--- config.mk ---
export PLATFORM = sky130hd
export DESIGN_NAME = hilo_mult_sequencer
export DESIGN_NICKNAME = d
export VERILOG_FILES = /design/src/rtl/hilo_mult_sequencer.sv
export SDC_FILE = /design/constraint.sdc
export NUM_CORES = 1
export LEC_CHECK = 0
export ABC_AREA = 1
export CAP_MARGIN = 10
export CORE_ASPECT_RATIO = 1.4
export CORE_UTILIZATION = 50
export DETAILED_ROUTE_END_ITERATION = 7
export PLACE_DENSITY = 0.71
export REMOVE_ABC_BUFFERS = 1
export SLEW_MARGIN = 20
export SYNTH_ARGS = -nofsm -noshare
export SYNTH_HDL_FRONTEND = slang
export SYNTH_SLANG_ARGS = --single-unit
--- constraint.sdc ---
create_clock -name clk -period 5.8 [get_ports clk]
set_input_delay 1.16 -clock clk [delete_from_list [all_inputs] [get_ports clk]]
set_output_delay 1.16 -clock clk [all_outputs]
set_load 0.02 [all_outputs]
--- src/rtl/hilo_mult_sequencer.sv ---
// Iterative radix-2 shift-add multiplier for the HI/LO resource (mult/multu).
// Holds FETCH/EX while a HI/LO reader or a new multiply collides with an active one.
module hilo_mult_sequencer #(
  parameter int WIDTH = 32
) (
  input  logic             clk,
  input  logic             rst,
  input  logic             start,
  input  logic             is_signed,
  input  logic [WIDTH-1:0] a,
  input  logic [WIDTH-1:0] b,
  input  logic [1:0]       regsel_EX,
  output logic [WIDTH-1:0] hi_out,
  output logic [WIDTH-1:0] lo_out,
  output logic             busy,
  output logic             done,
  output logic             stall_FETCH
);

  // state | meaning
  // IDLE  | waiting for start; HI/LO hold last product
  // RUN   | WIDTH shift-add iterations on operand magnitudes
  // FIX   | apply sign, write HI/LO, pulse done next cycle
  typedef enum logic [1:0] {IDLE, RUN, FIX} state_t;

  localparam int CW = (WIDTH > 1) ? $clog2(WIDTH) : 1;
  localparam logic [CW-1:0] CNT_LAST = CW'(WIDTH - 1);

  state_t             state_q, state_d;
  logic [WIDTH-1:0]   mcand_q, mcand_d;
  logic [WIDTH-1:0]   mplier_q, mplier_d;
  logic [2*WIDTH-1:0] acc_q, acc_d;
  logic [CW-1:0]      cnt_q, cnt_d;
  logic               neg_q, neg_d;
  logic [WIDTH-1:0]   hi_q, hi_d;
  logic [WIDTH-1:0]   lo_q, lo_d;
  logic               done_q, done_d;

  logic [WIDTH-1:0]   a_mag, b_mag;
  logic [WIDTH:0]     sum;
  logic [2*WIDTH-1:0] prod;

  always_ff @(posedge clk) begin
    if (!rst) begin
      state_q  <= IDLE;
      mcand_q  <= '0;
      mplier_q <= '0;
      acc_q    <= '0;
      cnt_q    <= '0;
      neg_q    <= 1'b0;
      hi_q     <= '0;
      lo_q     <= '0;
      done_q   <= 1'b0;
    end else begin
      state_q  <= state_d;
      mcand_q  <= mcand_d;
      mplier_q <= mplier_d;
      acc_q    <= acc_d;
      cnt_q    <= cnt_d;
      neg_q    <= neg_d;
      hi_q     <= hi_d;
      lo_q     <= lo_d;
      done_q   <= done_d;
    end
  end

  always_comb begin
    state_d = state_q;
    case (state_q)
      IDLE:    if (start) state_d = RUN;
      RUN:     if (cnt_q == CNT_LAST) state_d = FIX;
      FIX:     state_d = IDLE;
      default: state_d = IDLE;
    endcase
  end

  // Most-negative operand negates to itself, which is the correct unsigned magnitude.
  assign a_mag = (is_signed && a[WIDTH-1]) ? -a : a;
  assign b_mag = (is_signed && b[WIDTH-1]) ? -b : b;
  assign sum   = {1'b0, acc_q[2*WIDTH-1:WIDTH]} + {1'b0, mcand_q};
  assign prod  = neg_q ? -acc_q : acc_q;

  always_comb begin
    mcand_d  = mcand_q;
    mplier_d = mplier_q;
    acc_d    = acc_q;
    cnt_d    = cnt_q;
    neg_d    = neg_q;
    hi_d     = hi_q;
    lo_d     = lo_q;
    done_d   = 1'b0;
    case (state_q)
      IDLE: begin
        if (start) begin
          mcand_d  = a_mag;
          mplier_d = b_mag;
          neg_d    = is_signed & (a[WIDTH-1] ^ b[WIDTH-1]);
          acc_d    = '0;
          cnt_d    = '0;
        end
      end
      RUN: begin
        if (mplier_q[0]) acc_d = {sum, acc_q[WIDTH-1:1]};
        else             acc_d = {1'b0, acc_q[2*WIDTH-1:1]};
        mplier_d = mplier_q >> 1;
        cnt_d    = cnt_q + CW'(1);
      end
      FIX: begin
        {hi_d, lo_d} = prod;
        done_d       = 1'b1;
      end
      default: ;
    endcase
  end

  always_comb begin
    busy        = (state_q == RUN) || (state_q == FIX);
    stall_FETCH = busy & (start | (regsel_EX == 2'd1) | (regsel_EX == 2'd2));
    done        = done_q;
    hi_out      = hi_q;
    lo_out      = lo_q;
  end

endmodule

==> results.ini, run 1 <==
[place]
place_congestion=0.957
dp_hpwl_mm=31.7
io_buffers=136
preCtsSetupSlack_ns=2.04
place_area_um2=15700
dp.cells=2790

[drt]
post-route-drc-count=0
wl_mm=42.2
antenna_left=0
drt_iter0_drc=1008
num_vias=15000
dr.pass1.iters=5
avgViaCountPerCell=5.31
wl_per_cell_um=14.9

[sta]
post-route-min-period_ns=3.67
hold_slack_ns=0.465
layout_setup_ws_ns=2.13
tightest_slew_ns=0.962
slew_headroom_pct=35.8
finalSetupTns_ns=0
timing.final.crit_share_pct=63.4
rsz0062_at_grt=no
max_freq_mhz=272
final_hold_viol_count=0
setup_violations=0
fin_skew_ns=0.0206
slew_violations=0

[synth]
synth_compound_area_share_pct=16.7
synth-xor-area-share_pct=3.59
ys_seq_elements=201
synth_simple_gate_area_share_pct=36.2
synthMuxAreaShare_pct=0
synth_top_area_share_pct=28.5
ys_seq_area_share_pct=28.5
yosysTopAreaCell=dfxtp_1
synthAdderAreaFrac_pct=3.68
synth.avg_cell_area_um2=5.98
synth_warnings=0
synth_top_family_by_area=simple AND/OR/NAND/NOR gates
yosysUniqueCellTypes=51
ys_top_cells_by_count=631 x nand2_1, 327 x nor2_1, 311 x inv_1
synth.area.top_cells=dfxtp_1 28%, nand2_1 17%, nor2_1 8.7%
async_reset_ff_share_pct=0
synth.most_common_cell=nand2_1
synth_edf_count=0
synthCells=2364
synth_area_um2=14100
ys.flop_type=dfxtp_1

[clock_network]
clock_sinks=201
clock_latency_ns=0.52
numCtsBuffers=22
post-cts-setup-buffers=0
cts.clk_slew.worst_paths_ns=0.06
cts_resized=0
cts_tree=yes
cts-root-buf=clkbuf_16
clk_path_buf_depth=3
cts_hold_buf=0
htree_levels=1

[floorplan]
die_h_um=201
rows=72
start_util_pct=51.0
io_pins=137
dieArea_um2=29000
core_um2=27700
die_w_um=144

[critical_path]
worst-path-max-fanout=1
crit_required_ns=4.64
crit_chain=clkdlybuf4s50_1, xor2_1, o21ai_0, inv_1, clkdlybuf4s50_1
crit_path_end_kind=output port
cp_data_arrival_time_ns=2.51
path_buf_inv=3
critPathLaunchType=input pin
cp_top_family=buffers and inverters
path_class=input pin to output port
cp_slowest_cell=clkdlybuf4s50_1
critical_path.max_stage_delay_ns=0.59
crit_top_cell=clkdlybuf4s50_1

[worst_hold_path]
hold_class=flop to flop

[final_layout]
nets=2555
multi_input_area_um2=8510
nFillCells=2886
regArea_um2=4030
stdcell_count=2827
drive_above_1_share_pct=4.48
design_area_um2=16300
syn2layout_area_growth_pct=15.6
n_antenna_cell=0

[grt]
grt_overflow_total=0
antenna_found_initial=0
grt_max_degree=99
grt_pass1_vias=14200
track_usage_pct=29.7
grt_first_pass_wirelength_mm=69.3

[run]
maxCapViolCount=0

[power_and_ir_drop]
p_per_area_nw_per_um2=251
ir_drop_mv=0.231
leakage_nw=7.84

[outcome]
status=complete, no violations

-- routing by layer --
| metal | part of all wire [%] | GRT usage (%) |
|---|---|---|
| met1 | 42 | 35.6 |
| met2 | 50 | 52.9 |
| met3 | 4.2 | 2.62 |
| met4 | 4.2 | 12.9 |
| met5 | 0 | 0 |
-- final timing paths --
kind | endpoint | cells past startpoint | from | slack (ns)
worst max register to register | acc_q[46]$_SDFFE_PN0P_ | 9 | state_q[1]$_SDFFE_PN0P_ | 2.49
worst max-delay path | stall_FETCH | 5 | regsel_EX[1] | 2.13
worst min register to register | mplier_q[23]$_SDFFE_PN0P_ | 2 | mplier_q[23]$_SDFFE_PN0P_ | 0.47
worst min-delay path | mplier_q[23]$_SDFFE_PN0P_ | 2 | mplier_q[23]$_SDFFE_PN0P_ | 0.47
-- worst register-to-register path, stage by stage, from the launching register on --
cell and delay (ns):
dfxtp_1 0.34, inv_1 0.11, ha_1 0.66, inv_2 0.56, nor2_2 0.23, buf_4 0.47
inv_2 0.35, a21oi_1 0.24, o21ai_0 0.11, a21oi_1 0.15
-- layout make-up --
| class | instances | area share, % |
|---|---|---|
| sequential | 201 | 24.6 |
| timing repair buffer | 147 | 8.88 |
| clock buffer | 27 | 3.80 |
| multi-input combinational | 1751 | 52.1 |
| inverter | 321 | 7.42 |
| clock inverter | 10 | 0.375 |
| tap | 370 | 2.83 |
-- placed cells by master (no fill, tap or decap), types with 16 or more instances in the layout --
cell,synthesis,layout
a21oi_1,220,220
clkbuf_16,0,23
clkdlybuf4s50_1,0,135
dfxtp_1,201,200
ha_1,40,39
inv_1,311,310
nand2_1,631,631
nand3_1,149,149
nand4_1,33,33
nor2_1,327,327
nor2_2,16,16
nor3_1,22,22
o211ai_1,28,28
o21ai_0,126,126
o21ai_1,26,26
xor2_1,49,49
-- sequential cells by signal, summed over array words and instances (netlist names), 2 cells and up --
name,count
state_q,2
lo_out,32
hi_out,32
acc_q,64
cnt_q,5
mcand_q,32
mplier_q,32
-- through the flow --
stage	power, mW	util, %
floorplan	2.34	-
finish	4.10	58.9
detailed placement	2.78	56.5
global route	4.34	58.9
CTS	4.12	58.9
global placement	2.76	56.5
-- kinds of logic (layout without fill, tap and decap cells) --
family                     count (synthesis)  after routing
AOI/OAI and AO/OA                        435            435
and+or+nand+nor                         1217           1217
buffers and inverters                    412            505
DFF                                      201            201
xor gates and xnor gates                  58             58
adders and majority gates                 41             41
-- power by group --
part	internal (mW)	switching, mW
clock	0.758	0.579
sequential	1.51	0.0849
combinational	0.424	0.741
No activity file was read; power rests on OpenSTA's default activity.
==> run 2: changes to the inputs <==
Clock period 5.8 ns to 3.77 ns, I/O delays scaled along.
==> run 2 against run 1 <==
Power increased by 58%. Critical path depth is the same. Global-route usage grew 0.15 points. Core utilization up 0.34 points. Sequential share of layout area fell by 0.14 points. Die area stayed put. Register-to-register slack worse by 1.2 ns. Non-clock buffer count grew 6. Setup slack worse by 1.2 ns. Sequential power up 55%. Clock skew is 0.0069 ns lower. Worst hold slack got worse by 0.0017 ns.
==> results.ini, run 2 (synthesis results as in run 1) <==
[outcome]
status=complete, no violations  ; unchanged

[clock_network]
cts-root-buf=clkbuf_16  ; unchanged
cts.clk_slew.worst_paths_ns=0.06  ; about the same
clock_sinks=201  ; unchanged
cts_resized=0  ; unchanged
numCtsBuffers=22  ; unchanged
cts_hold_buf=0  ; unchanged
clock_latency_ns=0.53  ; was 0.52 ns
post-cts-setup-buffers=0  ; unchanged
clk_path_buf_depth=3  ; unchanged
cts_tree=yes  ; unchanged
htree_levels=1  ; unchanged

[drt]
wl_per_cell_um=14.9  ; about the same
post-route-drc-count=0  ; unchanged
avgViaCountPerCell=5.27  ; was 5.31
antenna_left=0  ; unchanged
dr.pass1.iters=5  ; unchanged
wl_mm=42.3  ; was 42.2 mm
drt_iter0_drc=945  ; was 1008
num_vias=14900  ; was 15000

[critical_path]
regToRegSetupSlack_ns=1.32  ; was 2.49 ns
critPathLaunchType=input pin  ; unchanged
crit_required_ns=3.02  ; was 4.64 ns
cp_slowest_cell=clkdlybuf4s50_1  ; unchanged
ff2ff_path_depth=11  ; was 9
crit_end=stall_FETCH  ; unchanged
crit_path_start=regsel_EX[1]  ; unchanged
cp_top_family=buffers and inverters  ; unchanged
crit_path_end_kind=output port  ; unchanged
crit_cells=5  ; unchanged
critical_path.max_stage_delay_ns=0.59  ; about the same
worst-path-max-fanout=1  ; unchanged
r2r-end=mplier_q[15]$_SDFFE_PN0P_  ; was acc_q[46]$_SDFFE_PN0P_
path_buf_inv=3  ; unchanged
crit_top_cell=clkdlybuf4s50_1  ; unchanged
crit_chain=clkdlybuf4s50_1, xor2_1, o21ai_0, inv_1, clkdlybuf4s50_1  ; unchanged
path_class=input pin to output port  ; unchanged
cp_data_arrival_time_ns=2.09  ; was 2.51 ns
worstReg2RegStart=state_q[1]$_SDFFE_PN0P_  ; unchanged

[run]
maxCapViolCount=0  ; unchanged

[power_and_ir_drop]
seq_power_share_pct=38.0  ; was 38.9%
leakage_nw=7.89  ; was 7.84 nW
clock_power_share_pct=34.2  ; was 32.6%
p_int_mw=4.28  ; was 2.69 mW
swShare_pct=33.7  ; was 34.3%
p_sw_mw=2.17  ; was 1.41 mW
p_comb_share_pct=27.8  ; was 28.4%
ir_drop_mv=0.318  ; was 0.231 mV
p_per_area_nw_per_um2=393  ; was 251 nW/um^2

[sta]
slew_headroom_pct=37.8  ; was 35.8%
timing.final.crit_share_pct=75.6
rsz0062_at_grt=no  ; unchanged
layout_setup_ws_ns=0.921  ; was 2.13 ns
max_freq_mhz=351
tightest_slew_ns=0.931  ; was 0.962 ns
post-route-min-period_ns=2.85
slew_violations=0  ; unchanged
setup_violations=0  ; unchanged
final_hold_viol_count=0  ; unchanged
hold_slack_ns=0.464  ; was 0.465 ns
fin_skew_ns=0.0137  ; was 0.0206 ns
finalSetupTns_ns=0  ; unchanged

[final_layout]
n_antenna_cell=0  ; unchanged
design_area_um2=16400  ; was 16300 um^2
nets=2561  ; was 2555
syn2layout_area_growth_pct=16.3  ; was 15.6%
largest_reg_flops=64  ; unchanged
layout_common_cells=631 x nand2_1, 327 x nor2_1, 311 x inv_1  ; was 631 x nand2_1, 327 x nor2_1, 310 x inv_1
top_register=acc_q  ; unchanged
layout_commonest_cell=nand2_1  ; unchanged
drive_above_1_share_pct=4.59  ; was 4.48%

[place]
place_area_um2=15700  ; about the same
place_congestion=0.944  ; was 0.957
dp_hpwl_mm=32.2  ; was 31.7 mm
preCtsSetupSlack_ns=0.811  ; was 2.04 ns
io_buffers=136  ; unchanged

[grt]
grt_max_degree=72  ; was 99
grt_first_pass_wirelength_mm=69.4  ; was 69.3 mm
grt_overflow_total=0  ; unchanged
antenna_found_initial=0  ; unchanged
grt_pass1_vias=14000  ; was 14200
track_usage_pct=29.8  ; was 29.7%

[floorplan]
io_pins=137  ; unchanged
die_w_um=144  ; unchanged
dieArea_um2=29000  ; unchanged
rows=72  ; unchanged
die_h_um=201  ; unchanged
start_util_pct=51.0  ; unchanged
core_um2=27700  ; unchanged

[worst_hold_path]
hold_class=flop to flop  ; unchanged
hold_depth=2  ; unchanged

==> run 2: changes by cell type in the layout (fill, tap and decap cells not counted), sizes merged <==
cell,previous run,this run
buf,12,18
bufinv,0,2
clkbuf,27,29
clkinv,7,5
clkinvlp,3,2
inv,321,320
==> run 2: stage by stage <==
stage | instances | utilization (%) | power [mW]
final | 2833 | 59.3 | 6.46
after floorplan | 2273 | - | 3.60
after detailed placement | 2796 | 56.6 | 4.28
after global routing | 2833 | 59.3 | 6.82
after CTS | 2833 | 59.3 | 6.49
after global placement | 2796 | 56.6 | 4.25
==> run 2: power groups by stage <==
stage                     logic (mW)  registers [mW]  clock network [mW]
final                           1.79            2.46                2.21
after global placement          1.76            2.49                   0
after global routing            2.01            2.48                2.34
after detailed placement        1.78            2.50                   0
after floorplan                 1.02            2.59                   0
after CTS                       1.79            2.45                2.24
==> run 2: routing by layer <==
metal / GRT usage (%) / vias to the layer above / wire, um / share of wire (%)
li1: - / 7734 / - / -
met3: 2.79 / 101 / 1640 / 3.9
met4: 13.9 / 0 / 1830 / 4.3
met2: 52.1 / 353 / 20800 / 49
met1: 36.3 / 6742 / 18000 / 43
met5: 0 / - / 0 / 0
==> run 2: tightest hold or removal path: stages, from the launching register on <==
cell	delay, ns
dfxtp_1	0.31
nand2_1	0.06
a21oi_1	0.05
==> run 2: how the worst min path moves through the flow <==
stage | start | endpoint | slack, ns
6_report | mplier_q[18]$_SDFFE_PN0P_ | mplier_q[18]$_SDFFE_PN0P_ | 0.46
5_1_grt | mplier_q[21]$_SDFFE_PN0P_ | mplier_q[21]$_SDFFE_PN0P_ | 0.48
4_1_cts | mplier_q[18]$_SDFFE_PN0P_ | mplier_q[18]$_SDFFE_PN0P_ | 0.46
3_5_place_dp | mplier_q[18]$_SDFFE_PN0P_ | mplier_q[18]$_SDFFE_PN0P_ | 0.45
3_3_place_gp | mplier_q[18]$_SDFFE_PN0P_ | mplier_q[18]$_SDFFE_PN0P_ | 0.45
2_1_floorplan | mplier_q[18]$_SDFFE_PN0P_ | mplier_q[18]$_SDFFE_PN0P_ | 0.44
==> run 2: area by class of cell <==
class,instances,area (um^2)
sequential,201,4030
clock buffer,29,628
inverter,321,1210
multi-input combinational,1751,8510
fill,2849,11300
clock inverter,8,103
timing repair buffer,153,1500
tap,370,463
==> run 3: changes to the inputs <==
Settings changed: PLACE_DENSITY 0.71 to 0.74.
Clock period 3.77 ns to 2.4 ns, I/O delays scaled along.
==> run 3 against run 2 <==
Flip-flop and latch count unchanged. Core utilization increased by 1.4 points. Clock-buffer cell count increased by 2. Worst hold slack got worse by 0.080 ns. Final cell count increased by 1.2%. Global-route usage increased by 0.91 points. First-iteration DRC count decreased by 12%. Die area unchanged. Setup slack got worse by 0.75 ns. Clock skew decreased by 0.0049 ns.
==> results.ini, run 3 (synthesis results as in run 1) <==
[grt]
track_usage_pct=30.7  ; was 29.8%
antenna_found_initial=0  ; unchanged
grt_overflow_total=0  ; unchanged
grt_pass1_vias=14400  ; was 14000
grt_first_pass_wirelength_mm=71.1  ; was 69.4 mm
grt_max_degree=83  ; was 72

[critical_path]
crit_required_ns=2.82  ; was 3.02 ns
crit_top_cell=nand2_1  ; was clkdlybuf4s50_1
worst-path-max-fanout=6  ; was 1
cp_data_arrival_time_ns=2.65  ; was 2.09 ns
crit_chain=nor2_1, nand2_1, nor2_1, nand3_2, nand2_4, nand2_2, nor2_4, xor2_1, nand2_1, nand2_1, inv_1  ; was clkdlybuf4s50_1, xor2_1, o21ai_0, inv_1, clkdlybuf4s50_1
crit_path_end_kind=flop  ; was output port
critical_path.max_stage_delay_ns=0.46  ; was 0.59 ns
cp_slowest_cell=nor2_1  ; was clkdlybuf4s50_1
path_class=flop to flop  ; was input pin to output port
critPathLaunchType=flop  ; was input pin

[floorplan]
io_pins=137  ; unchanged
rows=72  ; unchanged
core_um2=27700  ; unchanged
die_h_um=201  ; unchanged
dieArea_um2=29000  ; unchanged
die_w_um=144  ; unchanged
start_util_pct=51.0  ; unchanged

[final_layout]
top_register=acc_q  ; unchanged
syn2layout_area_growth_pct=19.0  ; was 16.3%
layout_commonest_cell=nand2_1  ; unchanged
multi_input_area_um2=8520  ; was 8510 um^2
nFillCells=2832  ; was 2849
regArea_um2=4030  ; unchanged
design_area_um2=16800  ; was 16400 um^2
largest_reg_flops=64  ; unchanged
layout_common_cells=631 x nand2_1, 327 x nor2_1, 311 x inv_1  ; unchanged
drive_above_1_share_pct=6.00  ; was 4.59%
n_antenna_cell=0  ; unchanged
nets=2593  ; was 2561

[sta]
slew_headroom_pct=54.4  ; was 37.8%
slew_violations=0  ; unchanged
final_hold_viol_count=0  ; unchanged
timing.final.crit_share_pct=92.9
post-route-min-period_ns=2.23
rsz0062_at_grt=no  ; unchanged
max_freq_mhz=448
fin_skew_ns=0.00876  ; was 0.0137 ns
tightest_slew_ns=0.684  ; was 0.931 ns
setup_violations=0  ; unchanged
hold_slack_ns=0.384  ; was 0.464 ns

[clock_network]
htree_levels=1  ; unchanged
clk_path_buf_depth=3  ; unchanged
cts_hold_buf=0  ; unchanged
cts_tree=yes  ; unchanged
post-cts-setup-buffers=0  ; unchanged
numCtsBuffers=22  ; unchanged
cts.clk_slew.worst_paths_ns=0.06  ; about the same
clock_latency_ns=0.53  ; about the same
clock_sinks=201  ; unchanged
cts-root-buf=clkbuf_16  ; unchanged

[drt]
avgViaCountPerCell=5.24  ; was 5.27
post-route-drc-count=0  ; unchanged
wl_per_cell_um=15.2  ; was 14.9 um
dr.pass1.iters=6  ; was 5
num_vias=15000  ; was 14900
wl_mm=43.6  ; was 42.3 mm
drt_iter0_drc=828  ; was 945
antenna_left=0  ; unchanged

[place]
place_congestion=1.01  ; was 0.944
place_area_um2=16100  ; was 15700 um^2
io_buffers=136  ; unchanged
dp_hpwl_mm=33.8  ; was 32.2 mm

[worst_hold_path]
hold_class=input pin to flop  ; was flop to flop

[run]
maxCapViolCount=0  ; unchanged

[power_and_ir_drop]
ir_drop_mv=0.473  ; was 0.318 mV
p_per_area_nw_per_um2=621  ; was 393 nW/um^2
power_mw=10.4  ; was 6.46 mW
leakage_nw=8.13  ; was 7.89 nW

[outcome]
status=complete, no violations  ; unchanged

[run 3: changes by cell type in the layout (fill, tap and decap cells not counted), moves of 2 or more]
cell,change
buf_4,+24
clkinv_2,+2
clkinv_4,-2
inv_6,+2
buf_12,+8
clkbuf_8,+3
clkdlybuf4s50_1,-2
[run 3: worst paths after layout]
kind,slack [ns],to,from,cells past startpoint
max,0.17,hi_out[13]$_SDFFE_PN0P_,acc_q[11]$_SDFFE_PN0P_,11
min,0.38,acc_q[38]$_SDFFE_PN0P_,rst,3
max reg2reg,0.17,hi_out[13]$_SDFFE_PN0P_,acc_q[11]$_SDFFE_PN0P_,11
min reg2reg,0.46,mplier_q[18]$_SDFFE_PN0P_,mplier_q[18]$_SDFFE_PN0P_,2
[run 3: layer usage]
metal | vias up | wire length [um] | track usage (%)
met2 | 375 | 21700 | 55.1
met4 | 0 | 1990 | 14.7
li1 | 7800 | - | -
met3 | 120 | 1690 | 3.08
met5 | - | 0 | 0
met1 | 6736 | 18300 | 35.9
[run 3: worst max-delay path: cells and delay by family (launching register included)]
kind / cells / cell delay (ns)
xor+xnor: 1 / 0.21
buf+inv: 1 / 0.03
flops: 1 / 0.35
simple gates: 9 / 1.53
[run 3: repair_timing]
item | 4_1_cts | 5_1_grt
gates resized for setup | 1 | 2
setup endpoints to repair | 1 | 2
hold endpoints to repair | 0 | 0
[run 3: through the flow]
| step | setup TNS [ns] | util, % | instances | worst slack (ns) |
|---|---|---|---|---|
| floorplan | -117.26 | - | 2273 | -1.09 |
| global placement | 0 | 57.9 | 2828 | 0.0953 |
| detailed placement | 0 | 57.9 | 2828 | 0.0745 |
| CTS | 0 | 60.6 | 2868 | 0.0129 |
| global route | 0 | 60.7 | 2868 | 0.0391 |
| finish | 0 | 60.7 | 2868 | 0.170 |
[run 3: power by group]
| group | switching [mW] | total [mW] | internal (mW) |
|---|---|---|---|
| Clock | 1.47 | 3.63 | 2.16 |
| Sequential | 0.212 | 3.86 | 3.65 |
| Combinational | 1.83 | 2.96 | 1.13 |
| Total | 3.51 | 10.4 | 6.93 |
[run 3: area by class of cell]
type / count / share of cell area [%]
clock buffers: 31 / 3.96
repair buffers: 185 / 10.9
well taps: 370 / 2.75
inverters: 321 / 7.20
multi-input cells: 1751 / 50.6
clock inverters: 9 / 0.625
flip-flops and latches: 201 / 23.9
